$ cat src/rtl/seg_pkg.sv
// Shared constants and types for the seven-segment capture block:
// active-low segment codes for hex digits 0..F, the all-off pattern, and parameter defaults.
package seg_pkg;

  localparam int NDIG_DEF   = 4;
  localparam int STABLE_DEF = 3;

  localparam logic [6:0] SEG_BLANK = 7'h7F;

  localparam logic [6:0] SEG_0 = 7'h40;
  localparam logic [6:0] SEG_1 = 7'h79;
  localparam logic [6:0] SEG_2 = 7'h24;
  localparam logic [6:0] SEG_3 = 7'h30;
  localparam logic [6:0] SEG_4 = 7'h19;
  localparam logic [6:0] SEG_5 = 7'h12;
  localparam logic [6:0] SEG_6 = 7'h02;
  localparam logic [6:0] SEG_7 = 7'h78;
  localparam logic [6:0] SEG_8 = 7'h00;
  localparam logic [6:0] SEG_9 = 7'h10;
  localparam logic [6:0] SEG_A = 7'h08;
  localparam logic [6:0] SEG_B = 7'h03;
  localparam logic [6:0] SEG_C = 7'h46;
  localparam logic [6:0] SEG_D = 7'h21;
  localparam logic [6:0] SEG_E = 7'h06;
  localparam logic [6:0] SEG_F = 7'h0E;

  // Indexed by the hex value each pattern represents.
  localparam logic [6:0] SEG_CODES [16] = '{
    SEG_0, SEG_1, SEG_2, SEG_3, SEG_4, SEG_5, SEG_6, SEG_7,
    SEG_8, SEG_9, SEG_A, SEG_B, SEG_C, SEG_D, SEG_E, SEG_F
  };

  typedef struct packed {
    logic       legal;
    logic       is_blank;
    logic [3:0] value;
  } seg_dec_t;

endpackage

$ cat src/rtl/seg7_to_hex.sv
// Combinational decoder from an active-low 7-segment pattern to {legal, is_blank, value}.
module seg7_to_hex
  import seg_pkg::*;
(
  input  logic [6:0] i_seg,
  output seg_dec_t   o_dec
);

  always_comb begin
    // NOTE: default every field first so no path leaves o_dec unassigned (no latch).
    o_dec          = '0;
    o_dec.is_blank = (i_seg == SEG_BLANK);
    for (int i = 0; i < 16; i++) begin
      if (i_seg == SEG_CODES[i]) begin
        o_dec.legal = 1'b1;
        o_dec.value = 4'(i);
      end
    end
  end

endmodule

$ cat src/rtl/seg_capture.sv
// Captures a multiplexed 7-segment display into per-digit hex values with stability filtering.
// Optional feature: define SEG_CAPTURE_ERRCNT_EN to add the saturating 8-bit err_cnt output.
module seg_capture
  import seg_pkg::*;
#(
  parameter int NDIG   = NDIG_DEF,
  parameter int STABLE = STABLE_DEF
) (
  input  logic              clk,
  input  logic              rst_n,
  input  logic [6:0]        seg_in,
  input  logic [NDIG-1:0]   dig_en,
  input  logic              sample_vld,
  output logic [4*NDIG-1:0] hex_out,
  output logic [NDIG-1:0]   dig_valid,
  output logic [NDIG-1:0]   blank,
  output logic              upd,
`ifdef SEG_CAPTURE_ERRCNT_EN
  output logic [7:0]        err_cnt,
`endif
  output logic              err
);

  localparam logic [3:0] STABLE_C = 4'(STABLE);

  logic [6:0] r_cand [NDIG];
  logic [3:0] r_cnt  [NDIG];

  logic            w_accept;
  logic            w_bad_sample;
  logic [NDIG-1:0] w_match;
  logic [3:0]      w_next_cnt [NDIG];
  logic [NDIG-1:0] w_commit;
  logic            w_commit_any;
  logic            w_err_set;
  seg_dec_t        w_dec;

  seg7_to_hex u_dec (
    .i_seg (seg_in),
    .o_dec (w_dec)
  );

  assign w_accept     = sample_vld &  $onehot(dig_en);
  assign w_bad_sample = sample_vld & ~$onehot(dig_en);

  // Commit only on the transition into STABLE; a saturated repeat keeps the count without firing.
  always_comb begin
    for (int d = 0; d < NDIG; d++) begin
      w_match[d]    = (seg_in == r_cand[d]);
      w_next_cnt[d] = 4'd1;
      if (w_match[d])
        w_next_cnt[d] = (r_cnt[d] == STABLE_C) ? r_cnt[d] : r_cnt[d] + 4'd1;
      w_commit[d] = w_accept & dig_en[d] & (w_next_cnt[d] == STABLE_C) &
                    (~w_match[d] | (r_cnt[d] != STABLE_C));
    end
  end

  assign w_commit_any = |w_commit;
  assign w_err_set    = w_bad_sample | (w_commit_any & ~w_dec.legal & ~w_dec.is_blank);

  always_ff @(posedge clk) begin
    if (!rst_n) begin
      hex_out   <= '0;
      dig_valid <= '0;
      blank     <= '1;
      upd       <= 1'b0;
      err       <= 1'b0;
      // NOTE: the candidate/count arrays are architectural state, so they are reset explicitly.
      for (int d = 0; d < NDIG; d++) begin
        r_cand[d] <= SEG_BLANK;
        r_cnt[d]  <= '0;
      end
    end else begin
      // NOTE: non-blocking throughout so every register sees pre-edge values.
      upd <= w_commit_any;
      err <= w_err_set;
      for (int d = 0; d < NDIG; d++) begin
        if (w_accept && dig_en[d]) begin
          r_cand[d] <= seg_in;
          r_cnt[d]  <= w_next_cnt[d];
        end
        if (w_commit[d]) begin
          if (w_dec.legal) begin
            hex_out[4*d +: 4] <= w_dec.value;
            dig_valid[d]      <= 1'b1;
            blank[d]          <= 1'b0;
          end else begin
            dig_valid[d] <= 1'b0;
            blank[d]     <= w_dec.is_blank;
          end
        end
      end
    end
  end

`ifdef SEG_CAPTURE_ERRCNT_EN
  logic [7:0] r_err_cnt;

  always_ff @(posedge clk) begin
    if (!rst_n)
      r_err_cnt <= '0;
    else if (w_err_set && r_err_cnt != 8'hFF)
      r_err_cnt <= r_err_cnt + 8'd1;
  end

  assign err_cnt = r_err_cnt;
`endif

endmodule

$ cat config.mk
export PLATFORM = sky130hd
export DESIGN_NAME = seg_capture
export DESIGN_NICKNAME = d
export VERILOG_FILES = /design/src/rtl/seg_pkg.sv /design/src/rtl/seg7_to_hex.sv /design/src/rtl/seg_capture.sv
export SDC_FILE = /design/constraint.sdc
export NUM_CORES = 1
export LEC_CHECK = 0
export BUFFER_PORTS_ARGS = -buffer_cell sky130_fd_sc_hd__buf_2
export CORE_ASPECT_RATIO = 0.8
export CORE_MARGIN = 2
export CORE_UTILIZATION = 55
export CTS_CLUSTER_SIZE = 8
export DETAILED_ROUTE_END_ITERATION = 10
export PLACE_DENSITY = 0.8
export SYNTH_ARGS = -nofsm -noshare
export SYNTH_HDL_FRONTEND = slang
export SYNTH_SLANG_ARGS = --single-unit
$ cat constraint.sdc
create_clock -name clk -period 8.1 [get_ports clk]
set_clock_uncertainty 0.2 [all_clocks]
set_input_delay 1.62 -clock clk [delete_from_list [all_inputs] [get_ports clk]]
set_output_delay 1.62 -clock clk [all_outputs]
set_load 0.005 [all_outputs]
==> results.yml, run 1 <==
cts:
  clockRootBuffer: "clkbuf_8"
  cts-resized-gates: 0
  numCtsBuffers: 9
  cts_setup_buffers: 0
  hold_buffers: 0
  cts_sinks: 70
  clock_latency_ns: 0.35
  cts_tree: "built"
  clk_pin_slew_ns: 0.07
  cts_buffer_depth: 2
  htree_num_levels: 3
yosys:
  synth_top_area_share_pct: 34.1
  netlist_top_cells_count: "edfxtp_1, nand2_1, dfxtp_1"
  ys_types: 58
  yosys_most_used_dff: "edfxtp_1"
  async_flop_share_pct: 0
  yosys_warnings: 0
  synthAdderAreaFrac_pct: 2.45
  netlist_instances: 374
  avgSynthCellArea_um2: 10.4
  syn-cell-area_mm2: 0.00387
  synth_nets: 395
  synth_seq_area_share_pct: 47.5
  synth-xor-area-share_pct: 9.27
  synth_mux_area_share_pct: 2.07
  synth.most_common_cell: "edfxtp_1"
  synth_edf_count: 44
  synth_top_cell_by_area: "edfxtp_1"
  synthSimpleGateAreaFrac_pct: 24.0
  synth_compound_area_share_pct: 10.9
  ys_top_cells_by_area: "edfxtp_1, dfxtp_1, xor2_1"
  synth_top_family_by_area: "simple AND/OR/NAND/NOR gates"
  ys_ff_latch: 70
placed_design:
  dpl-instance-area_mm2: 0.00407
  place_congestion: 0.916
  port_buffers: 39
  hpwlAfterDp_um: 5830
  dp_cells: 480
hold_path:
  min-delay-path-class: "reg2reg"
setup_path:
  end_kind: "flop"
  worst-path-max-fanout: 15
  criticalPathCategory: "in2reg"
  start_kind: "primary input"
  crit_arrival_ns: 4.15
  cp.required_ns: 8.00
sta:
  tns_ns: 0
  finalHoldViolations: 0
  post-route-period-util_pct: 52.4
  timing.fmax_mhz: 235
  hold_slack_ns: 0.259
  relSlewSlack_pct: 40.6
  tightest_slew_ns: 0.880
  setup_viol: 0
  slew_viol_final: 0
  rsz0062_at_grt: "no"
  fin_crit_ns: 4.25
global_route:
  grt_pass1_vias: 2944
  use_met1_pct: 31.0
  top_usage_layer: "met2"
  gr-total-overflow: 0
  grt_max_degree: 28
  grt_use_total_pct: 23.5
  grt_pass1_wl_um: 14400
  use_met3_pct: 5.46
  gr-usage-met2_pct: 37.5
  antenna_found_initial: 0
floorplanning:
  pin_count: 40
  coreArea_mm2: 0.00686
  start_util_pct: 56.5
  rows: 27
  die_area_mm2: 0.00774
  fp.dieH_um: 79.1
  die_w_um: 97.8
drt:
  num_vias: 2980
  wl_um: 8570
  viasPerCell: 6.01
  drc_errors: 0
  wl_per_cell_um: 17.3
  first_pass_iters: 5
  antenna_left: 0
  drt_iter0_drc: 146
job:
  cap_viol_max_count: 0
cells_and_area:
  antennaDiodeCount: 0
  final_cell_count_no_fill: 496
  syn_to_final_growth_pct: 9.88
  drive_gt1_share_pct: 22.2
  fin_nets: 425
  finalInstanceArea_mm2: 0.00426
  final_util_pct: 62.1
power:
  pwr_density_cell_mw_per_mm2: 181
  power_leakage_nw: 1.50
  ir_drop_mv: 0.104
run_status:
  status: "complete, no violations"
## final cells by class
cell class / instances / area, um^2
repair buffers: 40 / 203
well taps: 87 / 109
clock buffers: 13 / 170
clock inverters: 3 / 16.3
inverters: 9 / 33.8
fillers: 568 / 2600
flip-flops and latches: 70 / 1840
multi-input cells: 274 / 1880
## through the flow
step           setup slack (ns)  power [W]
3_3_place_gp               3.56   0.000505
6_report                   3.85   0.000770
4_1_cts                    3.87   0.000773
5_1_grt                    3.70   0.000797
3_5_place_dp               3.50   0.000508
2_1_floorplan              4.00   0.000485
## worst paths after layout
path	cells past startpoint	to	slack, ns	start
worst max-delay path	12	r_cand[0][3]$_SDFFCE_PN1P_	3.85	dig_en[0]
worst min-delay path	2	hex_out[8]$_SDFFE_PN0P_	0.26	hex_out[8]$_SDFFE_PN0P_
worst max register to register	5	hex_out[1]$_SDFFE_PN0P_	5.84	r_cnt[0][0]$_SDFFCE_PN0P_
worst min register to register	2	hex_out[8]$_SDFFE_PN0P_	0.26	hex_out[8]$_SDFFE_PN0P_
## kinds of logic (layout without fill, tap and decap cells)
| kind of cell | Yosys count | count (layout) |
|---|---|---|
| AOI/OAI and AO/OA | 62 | 62 |
| xor gates and xnor gates | 41 | 41 |
| muxes | 8 | 8 |
| and+or+nand+nor | 156 | 156 |
| buffers and inverters | 30 | 65 |
| DFF | 70 | 70 |
| adders and majority gates | 7 | 7 |
## layout by cell type, fill, tap and decap left out, types with 4 or more instances in the layout
cell type and n:
buf_2 39, nor2_1 17, or2_2 17, o22ai_1 4
mux2i_1 8, nand2_1 35, nor4_1 5, a21oi_1 18
clkbuf_8 10, a32o_1 4, a21oi_2 4, nor4_2 4
xnor2_1 20, o21ai_0 11, dfxtp_1 26, o21ai_1 4
nand3b_1 6, nand2b_1 6, nand4_1 7, ha_1 6
nand3_1 22, nor3b_1 9, xor2_1 21, o21ai_2 4
edfxtp_1 44, inv_1 9
## critical path, cell delays in order
cell and delay, ns:
buf_2 0.15, inv_1 0.07, fa_1 0.53, inv_1 0.05, ha_1 0.17, ha_1 0.26
nor2_1 0.16, nand2_1 0.07, nor2_1 0.33, buf_4 0.28, nand2_1 0.14, or2_2 0.30
## registers in the layout, summed over array words and instances (netlist names)
signal / flops
upd: 1
blank: 4
r_cnt: 16
dig_valid: 4
hex_out: 16
r_cand: 28
err: 1
## report_power, final
part	total (W)	leakage, nW	switching (W)	internal (W)
Sequential	0.000410	0.652	0.0000116	0.000398
Clock	0.000268	0.0989	0.000131	0.000138
Combinational	0.0000913	0.752	0.0000573	0.0000340
## per-layer routing
layer | routed length [um] | up-vias
met5 | 0 | -
met4 | 182 | 0
met3 | 537 | 18
met2 | 3990 | 110
met1 | 3860 | 1432
li1 | - | 1420
No activity file was read; power rests on OpenSTA's default activity.
==> run 2, diff against run 1 <==
- clock period: 8.1 -> 4.2 ns (I/O delays scaled with it)
==> run 2 against run 1 <==
Compared with the run above: global-route usage rose by 1.1 points; via count rose by 3.4%; count of clock-buffer cells in the layout fell by 3; final cell count rose by 0.20%; sequential power rose by 93%; flip-flop and latch count did not move; worst setup slack got worse by 3.1 ns; critical endpoint is now hex_out[1]$_SDFFE_PN0P_; largest power group unchanged; highest routed layer unchanged.
==> results.yml, run 2 (synthesized netlist as in run 1, its figures left out) <==
run_status:
  status: "complete, no violations"
placed_design:
  hpwlAfterDp_um: 6270
  place_congestion: 0.944
  port_buffers: 39
  dp_cells: 481
setup_path:
  crit_arrival_ns: 3.50
  worst-path-max-fanout: 7
  timing.rr.start: "r_cand[3][1]$_SDFFCE_PN1P_"
  end_kind: "flop"
  cp-startpoint: "dig_en[0]"
  cp.required_ns: 4.26
  r2r_cells: 5
  criticalPathCategory: "in2reg"
  rrSetupSlack_ns: 1.88
  start_kind: "primary input"
floorplanning:
  die_area_mm2: 0.00774
  fp.dieH_um: 79.1
  coreArea_mm2: 0.00686
  rows: 27
  die_w_um: 97.8
  pin_count: 40
  start_util_pct: 56.5
sta:
  slew_viol_final: 0
  finalHoldViolations: 0
  relSlewSlack_pct: 29.6
  post-route-period-util_pct: 81.9
  tns_ns: 0
  setup_viol: 0
  tightest_slew_ns: 1.05
  fin_crit_ns: 3.44
  timing.fmax_mhz: 291
  rsz0062_at_grt: "no"
cells_and_area:
  syn_to_final_growth_pct: 10.8
  final_util_pct: 62.6
  final_cell_mix: "edfxtp_1, buf_2, nand2_1"
  drive_gt1_share_pct: 22.9
  final_cell_count_no_fill: 497
  top_register: "r_cand"
  final_common_cell: "edfxtp_1"
  fin_nets: 426
  reg_top3: "r_cand: 28 flops, hex_out: 16 flops, r_cnt: 16 flops"
  largest_reg_flops: 28
  antennaDiodeCount: 0
drt:
  drt_iter0_drc: 316
  viasPerCell: 6.20
  antenna_left: 0
  num_vias: 3080
  wl_um: 9040
  first_pass_iters: 5
  wl_per_cell_um: 18.2
  drc_errors: 0
cts:
  cts_tree: "built"
  clockRootBuffer: "clkbuf_8"
  cts_setup_buffers: 0
  cts-resized-gates: 0
  numCtsBuffers: 9
  cts_sinks: 70
  cts_buffer_depth: 2
  clock_latency_ns: 0.35
  htree_num_levels: 3
  clk_pin_slew_ns: 0.08
  hold_buffers: 0
power:
  clkPwrFrac_pct: 37.8
  finalPower_w: 0.00156
  power.switching_w: 0.000414
  ir_drop_mv: 0.280
  intPower_w: 0.00115
  pwr_density_cell_mw_per_mm2: 363
  power_leakage_nw: 1.52
  p_sw_share_pct: 26.5
  p_comb_share_pct: 11.5
  sequentialPowerShare_pct: 50.7
hold_path:
  min-delay-path-class: "reg2reg"
  min_path_cells: 2
  min_from: "hex_out[0]$_SDFFE_PN0P_"
global_route:
  grt_use_total_pct: 24.6
  gr-total-overflow: 0
  grt_max_degree: 28
  grt_pass1_wl_um: 14800
  antenna_found_initial: 0
  grt_pass1_vias: 2946
job:
  cap_viol_max_count: 0
## run 2: cell count changes in the layout (fill, tap and decap cells not counted)
| cell | change |
|---|---|
| clkinv_4 | +3 |
| clkbuf_1 | -2 |
| buf_4 | +1 |
| bufinv_16 | +1 |
| clkbuf_8 | -1 |
| clkinv_2 | -1 |
## run 2: power groups by stage
| stage | registers, W | clock network, W | logic [W] |
|---|---|---|---|
| after floorplan | 0.000801 | 0 | 0.000135 |
| after global placement | 0.000805 | 0 | 0.000172 |
| after detailed placement | 0.000807 | 0 | 0.000177 |
| after CTS | 0.000791 | 0.000595 | 0.000178 |
| after global routing | 0.000796 | 0.000621 | 0.000198 |
| final | 0.000791 | 0.000590 | 0.000180 |
## run 2: per-layer routing
metal  up-vias  track usage (%)  routed length (um)
li1       1421                -                   -
met5         -                0                   0
met1      1451             34.0                3900
met4         0             11.4                 285
met3        35             5.11                 716
met2       173             37.5                4140
## run 2: cell type report
cell class | instances | area, um^2
Fill cell | 551 | 2560
Multi-Input combinational cell | 274 | 1880
Sequential cell | 70 | 1840
Timing Repair Buffer | 41 | 210
Clock buffer | 10 | 149
Tap cell | 87 | 109
Clock inverter | 6 | 67.6
Inverter | 9 | 33.8
## run 2: path summary, 6_finish.rpt
path / end
min reg2reg: hex_out[0]$_SDFFE_PN0P_
max: hex_out[1]$_SDFFE_PN0P_
max reg2reg: hex_out[13]$_SDFFE_PN0P_
min: hex_out[0]$_SDFFE_PN0P_
## run 2: stage by stage
stage | cell area [um^2] | setup slack (ns) | hold slack, ns
5_1_grt | 4300 | 0.597 | 0.282
4_1_cts | 4300 | 0.815 | 0.261
3_5_place_dp | 4080 | 0.412 | 0.248
6_report | 4300 | 0.760 | 0.259
3_3_place_gp | 4080 | 0.490 | 0.246
2_1_floorplan | 3870 | 0.881 | 0.256
## run 2: critical path, cell delays in order
cell and delay, ns:
buf_2 0.17, inv_1 0.08, fa_1 0.53, inv_1 0.05
ha_1 0.17, ha_1 0.26, nor2_1 0.17, and3_1 0.25
nand2_1 0.10, and4b_1 0.46, o21ai_1 0.13, a32o_1 0.28
